**src/rtl/ps2_pkg.sv**
```systemverilog
// Shared types and constants for the PS/2 receive path.
// Used by ps2_in_filter and ps2_rx_frame.
package ps2_pkg;

   typedef enum logic [1:0] {
      ST_IDLE  = 2'd0,
      ST_SHIFT = 2'd1,
      ST_CHECK = 2'd2
   } ps2_state_t;

   localparam int PS2_FRAME_BITS  = 11;
   localparam int DEF_FIFO_DEPTH  = 4;
   localparam int DEF_FILTER_LEN  = 8;
   localparam int DEF_TIMEOUT_CYC = 20000;

endpackage

```
**src/rtl/ps2_in_filter.sv**
```systemverilog
// Two-flop synchronizer plus run-length glitch filter for the PS/2 clock line.
// Emits a one-cycle 'fall' strobe when the filtered level goes from 1 to 0.
module ps2_in_filter
   import ps2_pkg::*;
#(
   parameter int FILTER_LEN = DEF_FILTER_LEN
) (
   input  logic clk,
   input  logic rst,
   input  logic din,
   output logic fall
);

   localparam int CW = $clog2(FILTER_LEN + 1);

   logic          sync_p0;
   logic          sync_p1;
   logic          level;
   logic [CW-1:0] run_cnt;
   logic          accept;

   // The new level is taken on the FILTER_LEN-th consecutive differing sample.
   assign accept = (sync_p1 != level) && (run_cnt == CW'(FILTER_LEN - 1));

   always_ff @(posedge clk or posedge rst) begin
      if (rst) begin
         sync_p0 <= 1'b1;
         sync_p1 <= 1'b1;
         level   <= 1'b1;
         run_cnt <= '0;
         fall    <= 1'b0;
      end else begin
         // stage p0 -> p1: metastability settling
         sync_p0 <= din;
         sync_p1 <= sync_p0;
         // filter stage
         fall    <= accept && !sync_p1;
         if (sync_p1 == level) begin
            run_cnt <= '0;
         end else if (accept) begin
            run_cnt <= '0;
            level   <= sync_p1;
         end else begin
            run_cnt <= run_cnt + 1'b1;
         end
      end
   end

endmodule

```
**src/rtl/ps2_rx_frame.sv**
```systemverilog
// PS/2 device-to-host frame receiver with a show-ahead byte FIFO.
// Define PS2_RX_PARITY_CHECK_EN to reject frames whose data+parity is not odd.
module ps2_rx_frame
   import ps2_pkg::*;
#(
   parameter int FIFO_DEPTH  = DEF_FIFO_DEPTH,
   parameter int FILTER_LEN  = DEF_FILTER_LEN,
   parameter int TIMEOUT_CYC = DEF_TIMEOUT_CYC
) (
   input  logic       Bus2IP_Clk,
   input  logic       Bus2IP_Reset,
   input  logic       ps2_clk_i,
   input  logic       ps2_data_i,
   input  logic       rd_en,
   output logic [7:0] rd_data,
   output logic       rd_valid,
   output logic [4:0] fifo_count,
   output logic       frame_err,
   output logic       ovf,
   input  logic       ovf_clr,
   output logic       irq
);

   localparam int         AW       = $clog2(FIFO_DEPTH);
   localparam int         TW       = $clog2(TIMEOUT_CYC + 1);
   localparam logic [3:0] LAST_BIT = 4'(PS2_FRAME_BITS - 2);
   localparam logic [4:0] DEPTH5   = 5'(FIFO_DEPTH);

   function automatic logic parity_ok(input logic [8:0] bits);
`ifdef PS2_RX_PARITY_CHECK_EN
      return ^bits;
`else
      // parity bit is captured but never rejects a frame
      return (^bits) | 1'b1;
`endif
   endfunction

   logic          strobe;
   logic          data_p0;
   logic          data_p1;
   ps2_state_t    state;
   ps2_state_t    state_nx;
   logic [3:0]    bit_cnt;
   logic [9:0]    shreg;
   logic [TW-1:0] tmo_cnt;
   logic          tmo_hit;
   logic          frame_ok;
   logic          push;
   logic          err;

   logic [7:0]    mem [FIFO_DEPTH];
   logic [AW-1:0] wr_ptr;
   logic [AW-1:0] rd_ptr;
   logic [4:0]    count;
   logic          pop;
   logic          full;
   logic          wr;

   ps2_in_filter #(
      .FILTER_LEN (FILTER_LEN)
   ) u_clk_filt (
      .clk  (Bus2IP_Clk),
      .rst  (Bus2IP_Reset),
      .din  (ps2_clk_i),
      .fall (strobe)
   );

   assign tmo_hit  = (tmo_cnt == TW'(TIMEOUT_CYC - 1)) && !strobe;
   assign frame_ok = shreg[9] && parity_ok(shreg[8:0]);

   always_ff @(posedge Bus2IP_Clk or posedge Bus2IP_Reset) begin
      if (Bus2IP_Reset) state <= ST_IDLE;
      else              state <= state_nx;
   end

   always_comb begin
      state_nx = state;
      unique case (state)
         ST_IDLE:  if (strobe && !data_p1) state_nx = ST_SHIFT;
         ST_SHIFT: begin
            if (strobe && (bit_cnt == LAST_BIT)) state_nx = ST_CHECK;
            else if (tmo_hit)                    state_nx = ST_IDLE;
         end
         ST_CHECK: state_nx = ST_IDLE;
         default:  state_nx = ST_IDLE;
      endcase
   end

   always_comb begin
      push = 1'b0;
      err  = 1'b0;
      case (state)
         ST_SHIFT: err = tmo_hit;
         ST_CHECK: begin
            push = frame_ok;
            err  = !frame_ok;
         end
         default: ;
      endcase
   end

   // data line: bare synchronizer; bit and timeout counters
   always_ff @(posedge Bus2IP_Clk or posedge Bus2IP_Reset) begin
      if (Bus2IP_Reset) begin
         data_p0   <= 1'b1;
         data_p1   <= 1'b1;
         bit_cnt   <= '0;
         tmo_cnt   <= '0;
         frame_err <= 1'b0;
      end else begin
         data_p0   <= ps2_data_i;
         data_p1   <= data_p0;
         frame_err <= err;
         if (state == ST_SHIFT) begin
            if (strobe) begin
               bit_cnt <= bit_cnt + 1'b1;
               tmo_cnt <= '0;
            end else begin
               tmo_cnt <= tmo_cnt + 1'b1;
            end
         end else begin
            bit_cnt <= '0;
            tmo_cnt <= '0;
         end
      end
   end

   // LSB-first shift: after ten strobes [7:0]=data, [8]=parity, [9]=stop
   always_ff @(posedge Bus2IP_Clk) begin
      if ((state == ST_SHIFT) && strobe) shreg <= {data_p1, shreg[9:1]};
   end

   assign pop  = rd_en && (count != 5'd0);
   assign full = (count == DEPTH5);
   assign wr   = push && (!full || pop);

   always_ff @(posedge Bus2IP_Clk) begin
      if (wr) mem[wr_ptr] <= shreg[7:0];
   end

   always_ff @(posedge Bus2IP_Clk or posedge Bus2IP_Reset) begin
      if (Bus2IP_Reset) begin
         wr_ptr <= '0;
         rd_ptr <= '0;
         count  <= '0;
         ovf    <= 1'b0;
      end else begin
         if (wr)  wr_ptr <= wr_ptr + 1'b1;
         if (pop) rd_ptr <= rd_ptr + 1'b1;
         case ({wr, pop})
            2'b10:   count <= count + 5'd1;
            2'b01:   count <= count - 5'd1;
            default: count <= count;
         endcase
         // a fresh overflow outranks a simultaneous clear
         if (push && full && !pop) ovf <= 1'b1;
         else if (ovf_clr)         ovf <= 1'b0;
      end
   end

   assign rd_valid   = (count != 5'd0);
   assign rd_data    = rd_valid ? mem[rd_ptr] : 8'h00;
   assign fifo_count = count;
   assign irq        = rd_valid;

endmodule
```
**config.mk**
```make
export PLATFORM = sky130hd
export DESIGN_NAME = ps2_rx_frame
export DESIGN_NICKNAME = d
export VERILOG_FILES = /design/src/rtl/ps2_pkg.sv /design/src/rtl/ps2_in_filter.sv /design/src/rtl/ps2_rx_frame.sv
export SDC_FILE = /design/constraint.sdc
export NUM_CORES = 1
export LEC_CHECK = 0
export CAP_MARGIN = 20
export CORE_ASPECT_RATIO = 1.5
export CORE_MARGIN = 3
export CORE_UTILIZATION = 47
export CTS_CLUSTER_SIZE = 24
export DETAILED_ROUTE_END_ITERATION = 16
export HOLD_SLACK_MARGIN = 0.12
export PLACE_DENSITY_LB_ADDON = 0.25
export SLEW_MARGIN = 10
export SYNTH_ARGS = -nofsm -noshare
export SYNTH_HDL_FRONTEND = slang
export SYNTH_SLANG_ARGS = --single-unit
```
**constraint.sdc**
```tcl
create_clock -name Bus2IP_Clk -period 4.65 [get_ports Bus2IP_Clk]
set_input_delay 0.93 -clock Bus2IP_Clk [delete_from_list [all_inputs] [get_ports Bus2IP_Clk]]
set_output_delay 0.93 -clock Bus2IP_Clk [all_outputs]
set_load 0.01 [all_outputs]
```
# After elaboration in Yosys (flattened, before gate mapping)
# Memory sizes are Yosys's and may differ from the RTL's.
# Cells that the tools add are included.
[totals]
regBits = 52
mem_bits_rw = 32
output_inout_bits = 17
n_memories = 1
[classes]
n_addsub = 7
n_eq_ne = 13
mux = 18
bitwise_logic = 1
n_reduce_logical = 23
[memory_table]
columns = ["name", "words", "width", "rd", "rd_clocked_by_memory_dff", "wr", "line", "rtl"]
rows = [
  ["mem", 4, 8, 1, 0, 1, "ps2_rx_frame.sv:51", "logic [7:0] mem [FIFO_DEPTH];"],
]
[ops]
columns = ["op", "count"]
rows = [
  ["two-way mux 15 bit", 2],
  ["two-way mux 4 bit", 4],
  ["adder 15 x 1 -> 15 bit, second input constant", 1],
  ["equality test 15 bit, second input constant", 1],
  ["logical AND 1 bit", 10],
  ["one-hot mux 5 bit (2 select lines)", 1],
  ["adder 4 x 1 -> 4 bit, second input constant", 2],
  ["two-way mux 8 bit", 1],
  ["logical NOT 1 bit", 6],
  ["two-way mux 2 bit", 3],
  ["adder 5 x 1 -> 5 bit, second input constant", 1],
  ["equality test 5 x 3 -> 1 bit, second input constant", 1],
  ["two-way mux 1 bit", 5],
  ["nonzero test 5 bit", 1],
  ["subtractor 5 x 1 -> 5 bit, second input constant", 1],
  ["adder 2 x 1 -> 2 bit, second input constant", 2],
  ["equality test 2 x 1 -> 1 bit, second input constant", 2],
  ["equality test 2 bit, second input constant", 2],
  ["equality test 4 x 3 -> 1 bit, second input constant", 1],
  ["equality test 4 bit, second input constant", 1],
  ["one-hot mux 2 bit (2 select lines)", 1],
  ["AND reduction 2 bit", 2],
  ["nonzero test 2 bit", 2],
  ["inequality test 3 bit, second input constant", 1],
  ["8 further kinds", 8],
]

# Depth between registers and ports, before layout
# Gate-level depths: netlist of the first run.
[depth]
word_depth = 6
mapped_depth = 13
mapped_depth_nobuf = 12

# Cells and area by module
# From an unflattened synthesis of the first run, not the netlist that was laid out.
[unflattened]
cells_unflattened = 265
hier_area_um2 = 3707.3
[modules_own_cells]
columns = ["mod", "n_inst", "cells_per_inst", "area_each_um2", "seq_area_each_um2"]
rows = [
  ["ps2_rx_frame", 1, 242, 3384.5, 2114.5],
  ["ps2_in_filter", 1, 23, 322.8, 203.9],
]

# Worst setup path after synthesis of the first run
# OpenSTA, ideal clock, no wires.
[synth_timing]
kind = "input-to-reg"
start = "input port rd_en"
end = "register count[4] (netlist: fifo_count[4])"
arrival_time_ns = 2.756
required_time_ns = 4.570
setup_slack_ns = 1.814
cell_stages = 11
n_path_buf = 1
path_cell_list = "nand3b_1 -> nor2b_4 -> inv_1 -> ha_1 -> buf_2 -> xor2_1 -> ha_1 -> a21boi_0 -> o32ai_1 -> nor4b_1 -> xnor2_1"
[synth_via]
elab_chain_cells = 5
elab_cells_between_ends = 7
classes_between = "2 x eq/ne; 1 x mux; 4 x reduce/logical"
[synth_rtl]
columns = ["item", "line", "rtl"]
rows = [
  ["start, declared", "ps2_rx_frame.sv:14", "input logic rd_en,"],
  ["logical AND 1 bit *", "ps2_rx_frame.sv:133", "assign pop = rd_en && (count != 5'd0);"],
  ["logical OR 1 bit", "ps2_rx_frame.sv:135", "assign wr = push && (!full || pop);"],
  ["logical AND 1 bit", "ps2_rx_frame.sv:135", ""],
  ["equality test 2 x 1 -> 1 bit or equality test 2 bit (tied branches)", "ps2_rx_frame.sv:150", "case ({wr, pop})"],
  ["one-hot mux 5 bit (2 select lines) or nonzero test 2 bit (tied branches)", "-", ""],
  ["end signal, assigned", "ps2_rx_frame.sv:151", "2'b10: count <= count + 5'd1;"],
  ["end signal, assigned", "ps2_rx_frame.sv:152", "2'b01: count <= count - 5'd1;"],
  ["end signal, assigned", "ps2_rx_frame.sv:153", "default: count <= count;"],
  ["end, declared", "ps2_rx_frame.sv:54", "logic [4:0] count;"],
]
# Mark *: on every way between the ends. The rest lies on a longest branch, timed or not.
# A chain may end at the register's enable or synchronous reset.

# Final worst setup path of the first run
# Ends and elaborated chain as after synthesis.

==> results of run 1 <==
## registers in the layout, indices dropped and copies added, names as in the netlist
signal              count
u_clk_filt.sync_p0      1
frame_err               1
u_clk_filt.fall         1
mem                    32
tmo_cnt                15
state                   2
rd_ptr                  2
u_clk_filt.level        1
wr_ptr                  2
fifo_count              5
data_p0                 1
u_clk_filt.run_cnt      4
shreg                  10
u_clk_filt.sync_p1      1
bit_cnt                 4
ovf                     1
data_p1                 1
## layout make-up
class / count / area, µm²
multi-input combinational: 168 / 1346
clock inverter: 6 / 65.06
timing repair buffer: 23 / 227.7
clock buffer: 9 / 225.2
sequential: 84 / 2318
inverter: 10 / 37.54
fill: 678 / 3362
tap: 102 / 127.6
## how the worst min path moves through the flow
stage / from / to / slack (ns) / cells past startpoint
global placement: data_p0$_DFF_PP1_ / data_p1$_DFF_PP1_ / 0.35 / 0
floorplan: data_p0$_DFF_PP1_ / data_p1$_DFF_PP1_ / 0.35 / 0
detailed placement: data_p0$_DFF_PP1_ / data_p1$_DFF_PP1_ / 0.35 / 0
finish: data_p0$_DFF_PP1_ / data_p1$_DFF_PP1_ / 0.35 / 0
CTS: data_p0$_DFF_PP1_ / data_p1$_DFF_PP1_ / 0.36 / 0
global route: data_p0$_DFF_PP1_ / data_p1$_DFF_PP1_ / 0.36 / 0
## power by group through the flow
stage,registers [µW],logic (µW),clock network [µW]
after floorplan,889,333,0
after global placement,947,435,0
after detailed placement,947,442,0
after CTS,933,444,712
after global routing,943,479,735
final,929,436,688
## through the flow
step	cell area (µm²)	hold slack, ns
after CTS	4348	0.3554
after floorplan	3774	0.3452
after global placement	4058	0.3459
after detailed placement	4058	0.3468
after global routing	4348	0.3590
final	4348	0.3549
## worst max-delay path: cells and delay by family
| kind | cells | cell delay, ns |
|---|---|---|
| xor+xnor | 2 | 0.35 |
| compound gates | 2 | 0.34 |
| buf+inv | 2 | 0.52 |
| fa+ha+maj | 2 | 0.60 |
| simple gates | 3 | 0.73 |
## kinds of logic (layout without fill, tap and decap cells)
kind of cell	after synthesis	after routing	share of synthesized area
compound gates	23	23	0.03813
mux	11	11	0.05670
fa+ha+maj	15	15	0.04973
xor+xnor	23	23	0.05338
flops	84	84	0.6144
buf+inv	22	48	0.02884
simple gates	96	96	0.1588
## placed cells by master, fill, tap and decap left out, drive strengths merged, types with 2 or more instances in the layout
| cell type | n |
|---|---|
| or3 | 2 |
| nand2 | 11 |
| clkinv | 5 |
| and3 | 2 |
| dfrtp | 37 |
| nor3b | 4 |
| xor2 | 13 |
| inv | 10 |
| clkdlybuf4s50 | 22 |
| a21oi | 7 |
| xnor2 | 10 |
| nand2b | 5 |
| edfxtp | 42 |
| nor2 | 17 |
| ha | 15 |
| dfstp | 5 |
| mux2 | 3 |
| mux4 | 8 |
| nor3 | 3 |
| nand4 | 6 |
| nor4b | 2 |
| and4 | 3 |
| clkbuf | 9 |
| nor2b | 6 |
| nor4bb | 2 |
| nor4 | 2 |
| nand3b | 2 |
| o21ai | 7 |
| nand3 | 5 |
| and2 | 20 |
## routing by layer
layer	vias to the layer above	share of wire	global-route usage	routed length [µm]
met1	1068	0.39	0.1614	2409
met4	0	0.023	0.06651	144
met3	13	0.031	0.04743	194
met5	-	0	0	0
li1	1026	-	-	-
met2	37	0.55	0.2756	3425
==> impl_metrics.csv, run 1 <==
group,metric,value,unit
cts,ctsHoldBuffers,0,
synthesis,synth_most_common_cell,"edfxtp_1",
global_routing,grt_max_degree,43,
drt,first_iter_violations,85,
synthesis,synth_edf_count,42,
drt,post_drt_via_cell_ratio,5.333,
synthesis,synthDominantCellAreaShare,0.3342,
global_routing,grt_first_pass_wirelength,10.49,mm
synthesis,synth.net_count,295,
sta,final.setup.tns,0,ns
placement,io_buffers,22,
worst_hold_path,min_path_type,"flip-flop to flip-flop",
global_routing,antenna_found_initial,0,
floorplanning,die_h,115.7,µm
setup_path,timing.rr.end,"fifo_count[4]$_DFFE_PP0P_",
placement,place.gp.congestion,0.8072,
pwr,p_sw,534.5,µW
sta,fmax,309.4,MHz
pwr,switching_share,0.2603,
finish,fin_util,0.5639,
cts,insertion_delay,0.33,ns
setup_path,required,4.90,ns
sta,period_needed,3.232,ns
cts,clkSlewWorstSetupHoldPaths,0.06,ns
finish,nets,317,
floorplanning,die_w,79.16,µm
sta,finalMaxSlewViolations,0,
synthesis,ys_types,50,
cts,clockBufferDepth,2,
setup_path,cp_data_arrival_time,3.49,ns
cts,clockRootBuffer,"clkbuf_16",
synthesis,yosysTopAreaCell,"edfxtp_1",
setup_path,reg2reg_from,"fifo_count[1]$_DFFE_PP0P_",
job,drv_cap,0,
setup_path,critPathCapture,"fifo_count[4]$_DFFE_PP0P_",
setup_path,crit_fanout,13,
synthesis,netlist_top_cells_count,"edfxtp_1 (42), dfrtp_1 (37), and2_1 (20)",
sta,relSlewSlack,0.6018,
placement,dp_hpwl,4.220,mm
pwr,p_leak,0.001636,µW
floorplanning,start_util,0.4895,
pwr,comb_power_share,0.212,
setup_path,cp_slowest_cell,"clkdlybuf4s50_1",
synthesis,syn_area,3774,µm²
sta,hold_viol_final,0,
synthesis,ys_seq_area_frac,0.6144,
cts,clock-sinks,84,
synthesis,synth_flop_cell,"edfxtp_1",
cts,numCtsBuffers,9,
pwr,p_seq_frac,0.452,
sta,clock_skew,0.006432,ns
setup_path,critPathLaunch,"rd_en",
sta,rsz0062_at_grt,"false",
status,outcome,"completed",
drt,totalWireLength,6.174,mm
synthesis,synth_warnings,0,
setup_path,cp_common_cell,"ha_1",
floorplanning,ioPinCount,23,
pwr,p_per_area,472.3,nW/µm²
floorplanning,core_area,7710,µm²
placement,pre_cts_ws,1.089,ns
global_routing,overflow,0,
sta,setup_ws,1.418,ns
finish,drive_gt1_frac,0.1233,
setup_path,reg2reg_depth,10,
pwr,total_power,2053,µW
placement,placed_cells,387,
finish,area_growth,15.22,%
synthesis,postSynth.asyncResetShare,0.5000,
drt,drc_errors,0,
sta,setup_viol,0,
setup_path,rrSetupSlack,1.52,ns
floorplanning,rows,39,
synthesis,syn_area_per_cell,13.77,µm²
cts,ctsResizeCount,0,
drt,drt-pass1-iter-count,4,
finish,antenna_cells,0,
pwr,ir_drop,0.2446,mV
setup_path,cp_cell_sequence,"clkdlybuf4s50_1, nand3b_1, nor2b_4, inv_1, ha_1, xor2_1, ha_1, a21boi_0, o32ai_1, nor4b_1, xnor2_1",
pwr,p_clk_frac,0.335,
drt,ant_nets,0,
synthesis,syn_inst,274,
finish,instances_no_fill,402,
global_routing,grt_pass1_vias,2253,
cts,htreeDepth,3,
setup_path,worst_setup_path_start_kind,"input pin",
drt,vias,2144,
setup_path,critPathMaxStageDelay,0.45,ns
synthesis,ys_ff_latch,84,
cts,cts_setup_buffers,0,
sta,period_share,0.6950,
synthesis,synth_area_leaders,"edfxtp_1 (33%), dfrtp_1 (25%), ha_1 (5.0%)",
pwr,intPower,1519,µW
setup_path,critPathKind,"input pin to flip-flop",
cts,cts_tree,"built",
global_routing,grtUsageTotal,0.1522,
drt,wl_per_cell,15.36,µm
sta,tightest_slew,0.5974,ns
setup_path,worst_setup_path_end_kind,"flip-flop",
floorplanning,die_area,9162,µm²
(Power assumes the default switching activity.)
==> inputs of run 2 (changes only) <==
==> constraint.sdc (replaced) <==
create_clock -name Bus2IP_Clk -period 2.8 [get_ports Bus2IP_Clk]
set_input_delay 0.56 -clock Bus2IP_Clk [delete_from_list [all_inputs] [get_ports Bus2IP_Clk]]
set_output_delay 0.56 -clock Bus2IP_Clk [all_outputs]
set_load 0.01 [all_outputs]
==> run 2 against run 1 <==
Against the previous run:
- via count grew 3.2%
- highest routed layer unchanged
- critical endpoint is now rd_data[7]
- critical path depth shrank 7
- final cell count grew 3.5%
- sequential share of layout area shrank 1.5 points
==> impl_metrics.csv, run 2 (synthesized netlist as in run 1, its figures left out) <==
group,metric,value,unit
setup_path,critPathKind,"flip-flop to primary output",
setup_path,cp_data_arrival_time,2.03,ns
placement,placed_cells,400,
cts,htreeDepth,3,
finish,multiInputGateArea,1353,µm²
drt,drt-pass1-iter-count,4,
sta,tightest_slew,0.5334,ns
floorplanning,ioPinCount,23,
setup_path,worst_setup_path_start_kind,"flip-flop",
setup_path,crit_fanout,10,
cts,clkSlewWorstSetupHoldPaths,0.06,ns
finish,instances_no_fill,416,
sta,fmax,386.2,MHz
sta,setup_ws,0.2106,ns
pwr,p_leak,0.001706,µW
floorplanning,die_w,79.16,µm
sta,finalMaxSlewViolations,0,
sta,final.setup.tns,0,ns
drt,first_iter_violations,94,
finish,antenna_cells,0,
placement,pre_cts_ws,-0.1182,ns
job,drv_cap,0,
global_routing,grtUsageTotal,0.1519,
finish,reg.largest.list,"mem: 32 flops, tmo_cnt: 15 flops, shreg: 10 flops",
cts,cts_tree,"built",
cts,clockRootBuffer,"clkbuf_16",
setup_path,path_buf_inv,2,
floorplanning,core_area,7710,µm²
finish,layout_common_cells,"edfxtp_1 (42), dfrtp_1 (37), clkdlybuf4s50_1 (22)",
global_routing,grt_pass1_vias,2296,
cts,insertion_delay,0.33,ns
setup_path,worst_setup_path_end_kind,"primary output",
sta,hold_viol_final,0,
status,outcome,"completed",
drt,ant_nets,0,
setup_path,cp_cell_sequence,"buf_4, mux4_2, and2_1, clkdlybuf4s50_1",
sta,setup_viol,0,
global_routing,grt_max_degree,43,
setup_path,critPathLaunch,"rd_ptr[0]$_DFFE_PP0P_",
worst_hold_path,min_path_type,"flip-flop to flip-flop",
finish,area_growth,18.53,%
sta,clock_skew,0.006026,ns
setup_path,required,2.24,ns
cts,cts_setup_buffers,0,
pwr,p_per_area,790.7,nW/µm²
placement,io_buffers,22,
placement,place.gp.congestion,0.8193,
drt,vias,2212,
drt,post_drt_via_cell_ratio,5.317,
drt,totalWireLength,6.104,mm
worst_hold_path,hold_start,"data_p0$_DFF_PP1_",
floorplanning,die_area,9162,µm²
finish,regMostFlops,"mem",
global_routing,antenna_found_initial,0,
sta,relSlewSlack,0.6444,
global_routing,grt_first_pass_wirelength,10.52,mm
global_routing,overflow,0,
sta,period_share,0.9248,
finish,final_common_cell,"edfxtp_1",
finish,drive_gt1_frac,0.1688,
floorplanning,die_h,115.7,µm
finish,fill_cells,649,
cts,clockBufferDepth,2,
drt,wl_per_cell,14.67,µm
setup_path,critPathMaxStageDelay,0.52,ns
finish,largest_reg_flops,32,
floorplanning,start_util,0.4895,
drt,drc_errors,0,
sta,rsz0062_at_grt,"false",
floorplanning,rows,39,
finish,regArea,2318,µm²
cts,numCtsBuffers,9,
setup_path,reg2reg_from,"fifo_count[1]$_DFFE_PP0P_",
sta,period_needed,2.589,ns
finish,nets,330,
placement,dp_hpwl,4.272,mm
setup_path,path_delay_family,"buffers and inverters",
pwr,ir_drop,0.4709,mV
cts,clock-sinks,84,
setup_path,cp_slowest_cell,"mux4_2",
run 2: changes by cell type in the layout (fill, tap and decap cells not counted), sizes merged:
cell | previous run | this run
buf | 1 | 14
clkinvlp | 0 | 1
clkbuf | 9 | 10
clkinv | 5 | 4
run 2: power by group:
part	total (µW)	switching, µW	leakage (µW)	internal [µW]
registers	1480	108	0.000928	1380
logic	856	341	0.000630	515
clock network	1200	476	0.000149	722
run 2: worst paths after layout:
kind | to | slack, ns | depth (start not counted)
max in group asynchronous | data_p1$_DFF_PP1_ | 1.74 | 3
worst max register to register | fifo_count[4]$_DFFE_PP0P_ | 0.24 | 11
worst max-delay path | rd_data[7] | 0.21 | 4
worst min register to register | data_p1$_DFF_PP1_ | 0.36 | 0
worst min-delay path | data_p1$_DFF_PP1_ | 0.36 | 0
min in group asynchronous | u_clk_filt.run_cnt[3]$_DFF_PP0_ | 0.67 | 3
run 2: metal layers:
layer | global-route usage | vias up | part of all wire
li1 | - | 1054 | -
met1 | 0.1647 | 1117 | 0.40
met2 | 0.2745 | 31 | 0.55
met3 | 0.04277 | 10 | 0.033
met4 | 0.06651 | 0 | 0.016
met5 | 0 | - | 0
run 2: timing repair:
action / CTS / global route
resized for setup: 0 / 1
hold buffers: 0 / 0
hold endpoints to repair: 0 / 0
endpoints found under the setup margin: 0 / 1
run 2: area by class of cell:
class | count | area share
Clock buffer | 10 | 0.05343
Clock inverter | 6 | 0.01622
Inverter | 10 | 0.008392
Multi-Input combinational cell | 168 | 0.3024
Sequential cell | 84 | 0.5183
Tap cell | 102 | 0.02853
Timing Repair Buffer | 36 | 0.07273
run 2: per-stage QoR:
stage	instance area, µm²	hold WS, ns	utilization	total power, µW
final	4473	0.3551	0.5802	3537
after global routing	4473	0.3582	0.5802	3720
after CTS	4467	0.3555	0.5794	3582
after detailed placement	4155	0.3468	0.5389	2377
after global placement	4155	0.3457	0.5389	2357
after floorplan	3774	0.3452	-	2029
==> inputs of run 3 (changes only) <==
--- a/config.mk
+++ b/config.mk
@@ -5,7 +5,6 @@
 export SDC_FILE = /design/constraint.sdc
 export NUM_CORES = 1
 export LEC_CHECK = 0
-export CAP_MARGIN = 20
 export CORE_ASPECT_RATIO = 1.5
 export CORE_MARGIN = 3
 export CORE_UTILIZATION = 47
==> results of run 3 <==
Final layout, timing and power as in run 2 (identical DEF).
